`config.mk`:
```
export PLATFORM = sky130hd
export DESIGN_NAME = down_counter_timer
export DESIGN_NICKNAME = d
export VERILOG_FILES = /design/src/rtl/counter_pkg.sv /design/src/rtl/down_counter_timer.sv
export SDC_FILE = /design/constraint.sdc
export NUM_CORES = 1
export LEC_CHECK = 0
export ABC_AREA = 1
export CAP_MARGIN = 30
export CORE_MARGIN = 4
export CORE_UTILIZATION = 45
export CTS_CLUSTER_DIAMETER = 40
export DETAILED_ROUTE_END_ITERATION = 12
export HOLD_SLACK_MARGIN = 0.08
export PLACE_DENSITY = 0.74
export SLEW_MARGIN = 20
export SYNTH_ARGS = -nofsm -noshare
export SYNTH_HDL_FRONTEND = slang
export SYNTH_SLANG_ARGS = --single-unit
export TNS_END_PERCENT = 10
```
`constraint.sdc`:
```
create_clock -name clk -period 2.55 [get_ports clk]
set_input_delay 0.51 -clock clk [delete_from_list [all_inputs] [get_ports clk]]
set_output_delay 0.51 -clock clk [all_outputs]
set_load 0.02 [all_outputs]
```
`src/rtl/counter_pkg.sv`:
```
// Shared definitions for the down-counter timer: state encoding and default width.
package counter_pkg;

  typedef enum logic [1:0] {
    ST_IDLE = 2'd0,
    ST_RUN  = 2'd1,
    ST_DONE = 2'd2
  } state_e;

  localparam int DEFAULT_WIDTH = 4;

endpackage : counter_pkg

```
`src/rtl/down_counter_timer.sv`:
```
// Loadable down-counter timer with one-shot or periodic (auto-reload) mode.
// A registered one-cycle tc pulse marks each terminal count.
module down_counter_timer
  import counter_pkg::*;
#(
  parameter int WIDTH = DEFAULT_WIDTH
) (
  input  logic             clk,
  input  logic             rst,
  input  logic             load,
  input  logic [WIDTH-1:0] load_val,
  input  logic             en,
  input  logic             auto_reload,
  output logic [WIDTH-1:0] q,
  output logic             tc,
  output logic             busy,
  output logic             done
);

  state_e           r_state;
  logic [WIDTH-1:0] r_q;
  logic [WIDTH-1:0] r_reload;
  logic             r_tc;

  state_e           w_state_next;
  logic [WIDTH-1:0] w_q_next;
  logic [WIDTH-1:0] w_reload_next;
  logic             w_tc_next;

  // NOTE: sequential state uses non-blocking assignments so every register
  // samples the pre-edge values computed by the combinational block.
  always_ff @(posedge clk) begin
    if (rst) begin
      r_state  <= ST_IDLE;
      r_q      <= '0;
      r_reload <= '0;
      r_tc     <= 1'b0;
    end else begin
      r_state  <= w_state_next;
      r_q      <= w_q_next;
      r_reload <= w_reload_next;
      r_tc     <= w_tc_next;
    end
  end

  always_comb begin
    // NOTE: every output of this block gets a default first, so no path
    // through the case can leave a value unassigned and infer a latch.
    w_state_next  = r_state;
    w_q_next      = r_q;
    w_reload_next = r_reload;
    w_tc_next     = 1'b0;

    if (load) begin
      w_q_next      = load_val;
      w_reload_next = load_val;
      w_state_next  = (load_val != '0) ? ST_RUN : ST_IDLE;
    end else begin
      unique case (r_state)
        ST_RUN: begin
          if (en) begin
            if (r_q > WIDTH'(1)) begin
              w_q_next = r_q - WIDTH'(1);
            end else if (r_q == WIDTH'(1)) begin
              w_tc_next = 1'b1;
              if (auto_reload) begin
                w_q_next = r_reload;
              end else begin
                w_q_next     = '0;
                w_state_next = ST_DONE;
              end
            end else begin
              // Unreachable zero count while running: stop without a pulse.
              w_state_next = ST_DONE;
            end
          end
        end
        ST_IDLE, ST_DONE: begin
          w_state_next = r_state;
        end
        default: begin
          w_state_next = ST_IDLE;
        end
      endcase
    end
  end

  always_comb begin
    busy = (r_state == ST_RUN);
    done = (r_state == ST_DONE);
  end

  assign q  = r_q;
  assign tc = r_tc;

endmodule : down_counter_timer

```
==> results by group, run 1 <==
Status
  • Run status: finished, final reports clean

Drt
  • Detailed Route WL: 1.33 mm
  • Via-per-instance ratio: 4.91
  • Initial DRC count: 8
  • Total number of vias: 614
  • ANT nets after route: 0
  • Number of remaining DRC errors: 0
  • Mean routed wirelength per cell: 10.6 um
  • TritonRoute pass-1 iters: 4

Floorplanning
  • Width of the die: 46.2 um
  • Number of primary I/O pins: 16
  • Die height: 46.2 um
  • Initial standard-cell utilization of the core: 0.493
  • Floorplan die area: 2140 um^2
  • Core region area: 1330 um^2
  • Row Count: 13

Global routing
  • Pin count of the biggest net entering global routing: 11
  • Global router's overall resource usage: 0.150
  • Wire length of the first global-routing pass: 2.31 mm
  • Number of antenna violations at the first check in global routing: 0
  • Leftover overflow at the end of global routing: 0
  • Vias in the first global route: 542

Final layout
  • Combined area of the multi-input logic cells: 382 um^2
  • Sequential cell area: 220 um^2
  • Fill count: 127
  • Commonest cells after routing, fill and taps aside: sky130_fd_sc_hd__nand2_1, sky130_fd_sc_hd__clkdlybuf4s50_1, sky130_fd_sc_hd__inv_1, sky130_fd_sc_hd__nand3_1, sky130_fd_sc_hd__dfxtp_1
  • Fraction of final layout cells with drive strength greater than 1: 0.173
  • Layout overhead on the synthesized area: 28.9%
  • Number of nets in the finished design: 122
  • Ant. Diodes: 0
  • Most frequent standard cell in the layout excluding fill and tap cells: sky130_fd_sc_hd__nand2_1

Clocking
  • Reg clk slew, reported paths: 0.07 ns
  • TritonCTS clock tree: yes
  • Maximum buffer depth of the clock tree: 2
  • Root buffer cell: sky130_fd_sc_hd__clkbuf_4
  • Cts repair resizes: 0
  • CTS Buf Count: 3
  • Setup bufs post-CTS: 0
  • CTS HTree Levels: 1
  • Clock latency of the later-clocked register in the worst-skew pair: 0.26 ns
  • Number of hold-repair buffers added at the cts stage: 0
  • Clock sink total: 11

Setup path
  • Critical Setup Path Class: reg2out
  • Element type at the critical path end: output port
  • Critical-path maximum fanout: 4
  • Data required time of the critical path: 2.04 ns
  • Data arrival at the endpoint of the critical path: 1.39 ns
  • Critical path launch point type: register

Logic synthesis
  • Post-synthesis net count: 103
  • Synthesized area: 658 um^2
  • Portion of synthesized cell area occupied by the leading cell type: 0.335
  • Top area cells in the synthesized netlist: sky130_fd_sc_hd__dfxtp_1, sky130_fd_sc_hd__nand2_1, sky130_fd_sc_hd__nand3_1, sky130_fd_sc_hd__inv_1, sky130_fd_sc_hd__a21oi_2
  • Gate count after technology mapping: 92
  • Number of warnings reported in the yosys synthesis log: 0
  • Count of distinct cell types in the synthesized netlist: 23
  • Seq/Total Area, Yosys: 0.335
  • Mean instance size in the synthesized netlist: 7.15 um^2
  • Number of synthesized register bits: 11
  • Library cell occupying the most area in the post-synthesis netlist: sky130_fd_sc_hd__dfxtp_1

Place
  • Number of input and output port buffers inserted: 15
  • Global placement routability congestion: 0.744
  • Post-DP HPWL: 1.09 mm

Timing
  • Worst slew margin relative to its limit: 0.731
  • Sum of negative setup slack: 0 ns
  • Unrepaired setup endpoints after global routing: false
  • Actual slew at the worst max-slew pin: 0.402 ns
  • Maximum achievable frequency: 0.527 GHz
  • Number of max-slew violations in the final report: 0
  • Post-Route Skew: 0.00161 ns
  • Number of hold-slack violations in the final timing report: 0
  • Finish-stage setup viols: 0
  • Final Critical Period: 1.90 ns
  • Part of the cycle the worst path needs: 0.744

Pwr
  • Leak Pwr: 0.370 nW
  • Total power: 0.418 mW
  • Worst supply voltage drop on vdd: 396 uV
  • PwrDens: 493 nW/um^2

Worst hold path
  • Path class of the lowest-slack min-delay path: reg2reg

Job
  • Max-cap viol count: 0
==> cell usage after synthesis (all sizes together) <==
library cell	instances
nand2	29
o21ba	1
inv	13
a21boi	1
buf	1
nor2	7
nand3	13
or2	1
nor4	1
a21oi	9
ha	2
o21ai	1
dfxtp	11
nor3	1
xnor2	1
==> registers in the layout (all words and copies together) (netlist names) <==
register	cells
r_state	2
tc	1
r_reload	4
q	4
==> worst paths after layout <==
| check | end | slack, ns | start | cells after the start |
|---|---|---|---|---|
| setup reg to reg | r_state[1] | 1.02 | q[0] | 7 |
| setup / recovery | busy | 0.65 | r_state[1] | 4 |
| hold reg to reg | r_reload[3] | 0.47 | r_reload[3] | 2 |
| hold / removal | r_reload[3] | 0.47 | r_reload[3] | 2 |
==> worst max-delay path, cell delays in order (launching register included) <==
cell	delay, ns
sky130_fd_sc_hd__dfxtp_1	0.30
sky130_fd_sc_hd__inv_1	0.07
sky130_fd_sc_hd__nand2_2	0.08
sky130_fd_sc_hd__inv_1	0.08
sky130_fd_sc_hd__clkdlybuf4s50_1	0.60
==> layout make-up <==
type | count | area share
Multi-Input combinational cell | 67 | 0.450
Clock buffer | 4 | 0.0310
Inverter | 13 | 0.0605
Sequential cell | 11 | 0.260
Tap cell | 15 | 0.0221
Timing Repair Buffer | 15 | 0.177
==> per-layer routing <==
layer,global-route usage,up-vias,wire [um]
met5,0,-,0
met4,0.0511,0,10
met3,0.0352,2,58
met2,0.236,13,608
met1,0.198,270,649
li1,-,329,-
==> cell families (layout without fill, tap and decap cells) <==
family / after synthesis / count (layout) / synth area share
flops: 11 / 11 / 0.335
xor+xnor: 1 / 1 / 0.0133
simple gates: 52 / 52 / 0.397
compound gates: 12 / 12 / 0.131
fa+ha+maj: 2 / 2 / 0.0380
buf+inv: 14 / 32 / 0.0855
==> power breakdown <==
| group | leakage (nW) | internal (mW) | switching (mW) |
|---|---|---|---|
| Sequential | 0.0905 | 0.181 | 0.00931 |
| Combinational | 0.264 | 0.0481 | 0.0616 |
| Clock | 0.0150 | 0.0604 | 0.0580 |
| Total | 0.370 | 0.289 | 0.129 |
==> metrics by stage <==
stage,area [um^2],hold WS [ns],util,instances,setup WS [ns]
floorplan,658,0.440,-,92,1.03
global placement,822,0.456,0.616,121,0.766
detailed placement,822,0.466,0.616,121,0.748
CTS,848,0.476,0.636,125,0.640
global route,848,0.503,0.636,125,0.562
finish,848,0.475,0.636,125,0.652
Power figures use the tool's default switching activity.
==> run 2, diff against run 1 <==
--- a/config.mk
+++ b/config.mk
@@ -8,11 +8,11 @@
 export ABC_AREA = 1
 export CAP_MARGIN = 30
 export CORE_MARGIN = 4
-export CORE_UTILIZATION = 45
+export CORE_UTILIZATION = 42
 export CTS_CLUSTER_DIAMETER = 40
 export DETAILED_ROUTE_END_ITERATION = 12
 export HOLD_SLACK_MARGIN = 0.08
-export PLACE_DENSITY = 0.74
+export PLACE_DENSITY = 0.72
 export SLEW_MARGIN = 20
 export SYNTH_ARGS = -nofsm -noshare
 export SYNTH_HDL_FRONTEND = slang
==> constraint.sdc (replaced) <==
create_clock -name clk -period 1.7 [get_ports clk]
set_input_delay 0.34 -clock clk [delete_from_list [all_inputs] [get_ports clk]]
set_output_delay 0.34 -clock clk [all_outputs]
set_load 0.02 [all_outputs]
==> run 2 against run 1 <==
Clock-buffer cell count fell by 1. Critical path depth fell by 3. Combinational power rose by 62%. Final cell count rose by 4.0%. Core utilization fell by 4.5 points. Clock power rose by 60%. Non-clock buffer count rose by 4. Register-to-register slack got worse by 0.88 ns. Flip-flop and latch count did not move. First-iteration DRC count rose by 50%. Setup slack got worse by 0.53 ns.
==> results by group, run 2 (synthesis results as in run 1) <==
Global routing
  • Pin count of the biggest net entering global routing: 11 (unchanged)
  • Global router's overall resource usage: 0.156 (+0.00625)
  • Wire length of the first global-routing pass: 2.42 mm (+4.5%)
  • Vias in the first global route: 580 (+7.0%)
  • Number of antenna violations at the first check in global routing: 0 (unchanged)
  • Leftover overflow at the end of global routing: 0 (unchanged)

Pwr
  • Psw: 0.213 mW (+65%)
  • Proportion of power drawn by flip-flops and latches: 0.434 (-0.021)
  • Worst supply voltage drop on vdd: 508 uV (+28%)
  • Proportion of power drawn by combinational gates: 0.275 (+0.013)
  • Leak Pwr: 0.420 nW (+13%)
  • Clock share of power: 0.291 (+0.008)
  • Internal portion of total power: 0.435 mW (+50%)
  • Proportion of total power due to net switching: 0.329 (+0.0207)
  • PwrDens: 737 nW/um^2 (+49%)
  • Total power: 0.648 mW (+55%)

Timing
  • Worst slew margin relative to its limit: 0.798 (+0.0663)
  • Maximum achievable frequency: 0.635 GHz
  • Number of max-slew violations in the final report: 0 (unchanged)
  • Post-Route Skew: 0.0109 ns (+0.00930 ns)
  • Part of the cycle the worst path needs: 0.926
  • Unrepaired setup endpoints after global routing: false
  • Final Critical Period: 1.57 ns
  • Sum of negative setup slack: 0 ns (unchanged)
  • Number of hold-slack violations in the final timing report: 0 (unchanged)
  • Actual slew at the worst max-slew pin: 0.303 ns (-0.0982 ns)
  • Finish-stage setup viols: 0 (unchanged)
  • Min Hold Slack: 0.470 ns (-0.00450 ns)

Final layout
  • Ant. Diodes: 0 (unchanged)
  • Layout overhead on the synthesized area: 33.7%
  • Layout Cells excl Fill: 130 (+4.0%)
  • Fill count: 142 (+12%)
  • Most frequent standard cell in the layout excluding fill and tap cells: sky130_fd_sc_hd__nand2_1
  • Fraction of final layout cells with drive strength greater than 1: 0.211 (+0.0378)
  • Number of nets in the finished design: 126 (+3.3%)
  • Commonest cells after routing, fill and taps aside: sky130_fd_sc_hd__nand2_1, sky130_fd_sc_hd__inv_1, sky130_fd_sc_hd__nand3_1, sky130_fd_sc_hd__clkdlybuf4s50_1, sky130_fd_sc_hd__dfxtp_1

Setup path
  • Critical path depth in cells: 1 (-3)
  • Cell family contributing the most delay on the critical path: buffers and inverters
  • Data arrival at the endpoint of the critical path: 1.23 ns (-0.16 ns)
  • Critical path, cell by cell: clkdlybuf4s50_1
  • Critical Setup Path Class: reg2out
  • Logic depth of the worst register-to-register path: 7 (unchanged)
  • Element type at the critical path end: output port
  • Critical-path cell with the highest stage delay: sky130_fd_sc_hd__clkdlybuf4s50_1
  • Register-to-register setup slack: 0.14 ns (-0.88 ns)
  • Capture instance of the worst register-to-register path: r_state[1]
  • Termination of the worst setup path: q[3]
  • Start of the worst register-to-register path: q[0]
  • Critical-path maximum fanout: 2 (-2)
  • Delay of the slowest cell on the worst path: 0.61 ns (about the same)
  • Data required time of the critical path: 1.36 ns (-0.68 ns)
  • Count of buffering cells on the critical path with inverters included: 1 (-2)
  • Critical Path Source: q[3]
  • Critical path launch point type: register

Drt
  • ANT nets after route: 0 (unchanged)
  • Mean routed wirelength per cell: 11.8 um (+11%)
  • Total number of vias: 654 (+6.5%)
  • Number of remaining DRC errors: 0 (unchanged)
  • Detailed Route WL: 1.54 mm (+16%)
  • Initial DRC count: 12 (+4)
  • TritonRoute pass-1 iters: 4 (unchanged)
  • Via-per-instance ratio: 5.03 (+2.4%)

Clocking
  • Number of hold-repair buffers added at the cts stage: 0 (unchanged)
  • CTS Buf Count: 3 (unchanged)
  • Clock latency of the later-clocked register in the worst-skew pair: 0.28 ns (+0.02 ns)
  • Setup bufs post-CTS: 0 (unchanged)
  • CTS HTree Levels: 1 (unchanged)
  • Maximum buffer depth of the clock tree: 2 (unchanged)
  • Clock sink total: 11 (unchanged)
  • Reg clk slew, reported paths: 0.09 ns (+0.02 ns)
  • TritonCTS clock tree: yes
  • Root buffer cell: sky130_fd_sc_hd__clkbuf_4

Floorplanning
  • Row Count: 14 (+1)
  • Die height: 47.6 um (+2.9%)
  • Core region area: 1490 um^2 (+12%)
  • Initial standard-cell utilization of the core: 0.442 (-0.0514)
  • Number of primary I/O pins: 16 (unchanged)
  • Floorplan die area: 2260 um^2 (+5.9%)
  • Width of the die: 47.6 um (+2.9%)

Place
  • Number of input and output port buffers inserted: 15 (unchanged)
  • Global placement routability congestion: 0.844 (+13%)
  • Post-DP HPWL: 1.16 mm (+6.9%)
  • Placed cell count: 126 (+4.1%)

Worst hold path
  • Number of stages on the worst hold path: 2 (unchanged)
  • Path class of the lowest-slack min-delay path: reg2reg

Status
  • Run status: finished, final reports clean

Job
  • Max-cap viol count: 0 (unchanged)
-- run 2: cell count changes in the layout (fill, tap and decap cells not counted), sizes merged --
cell,delta
buf,+4
clkbuf,-1
clkdlybuf4s50,-4
clkinv,+1
dlygate4sd2,+3
dlymetal6s2s,+1
-- run 2: final cells by class --
cell class	instances	area, um^2	area share
inverter	13	51.3	0.0583
clock inverter	1	5.00	0.00569
timing repair buffer	19	179	0.203
multi-input combinational	67	382	0.434
sequential	11	220	0.250
clock buffer	3	22.5	0.0256
tap	16	20.0	0.0228
-- run 2: worst min-delay path by stage --
stage           startpoint          end  slack (ns)
4_1_cts        r_reload[2]  r_reload[2]        0.46
3_5_place_dp   r_reload[2]  r_reload[2]        0.45
2_1_floorplan  r_reload[0]  r_reload[0]        0.44
6_report       r_reload[2]  r_reload[2]        0.47
5_1_grt        r_reload[0]  r_reload[0]        0.50
3_3_place_gp   r_reload[2]  r_reload[2]        0.45
-- run 2: per-layer routing --
metal / share of wire / global-route usage / up-vias
met5: 0 / 0 / -
met4: 0.0072 / 0.0806 / 0
met3: 0.054 / 0.0338 / 2
met2: 0.52 / 0.273 / 21
met1: 0.42 / 0.177 / 293
li1: - / - / 338
-- run 2: power groups by stage --
stage / clock [mW] / sequential [mW] / combinational (mW)
6_report: 0.189 / 0.281 / 0.178
5_1_grt: 0.204 / 0.282 / 0.198
4_1_cts: 0.190 / 0.281 / 0.180
3_5_place_dp: 0 / 0.287 / 0.181
3_3_place_gp: 0 / 0.287 / 0.178
2_1_floorplan: 0 / 0.296 / 0.103
-- run 2: stage by stage --
| stage | util | setup WS, ns | instance area [um^2] |
|---|---|---|---|
| after floorplan | - | 0.178 | 658 |
| after global placement | 0.573 | 0.158 | 853 |
| after detailed placement | 0.573 | 0.118 | 853 |
| after CTS | 0.589 | 0.0378 | 877 |
| after global routing | 0.591 | 0.00369 | 880 |
| final | 0.591 | 0.126 | 880 |
-- run 2: repair_timing --
action                                  CTS  global route
endpoints found under the setup margin    3             1
pin swaps                                 0             0
gates resized for setup                   3             1
==> run 3, diff against run 2 <==
--- a/config.mk
+++ b/config.mk
@@ -11,6 +11,7 @@
 export CORE_UTILIZATION = 42
 export CTS_CLUSTER_DIAMETER = 40
 export DETAILED_ROUTE_END_ITERATION = 12
+export GPL_TIMING_DRIVEN = 1
 export HOLD_SLACK_MARGIN = 0.08
 export PLACE_DENSITY = 0.72
 export SLEW_MARGIN = 20
==> results of run 3 <==
Final layout, timing and power as in run 2 (identical DEF).
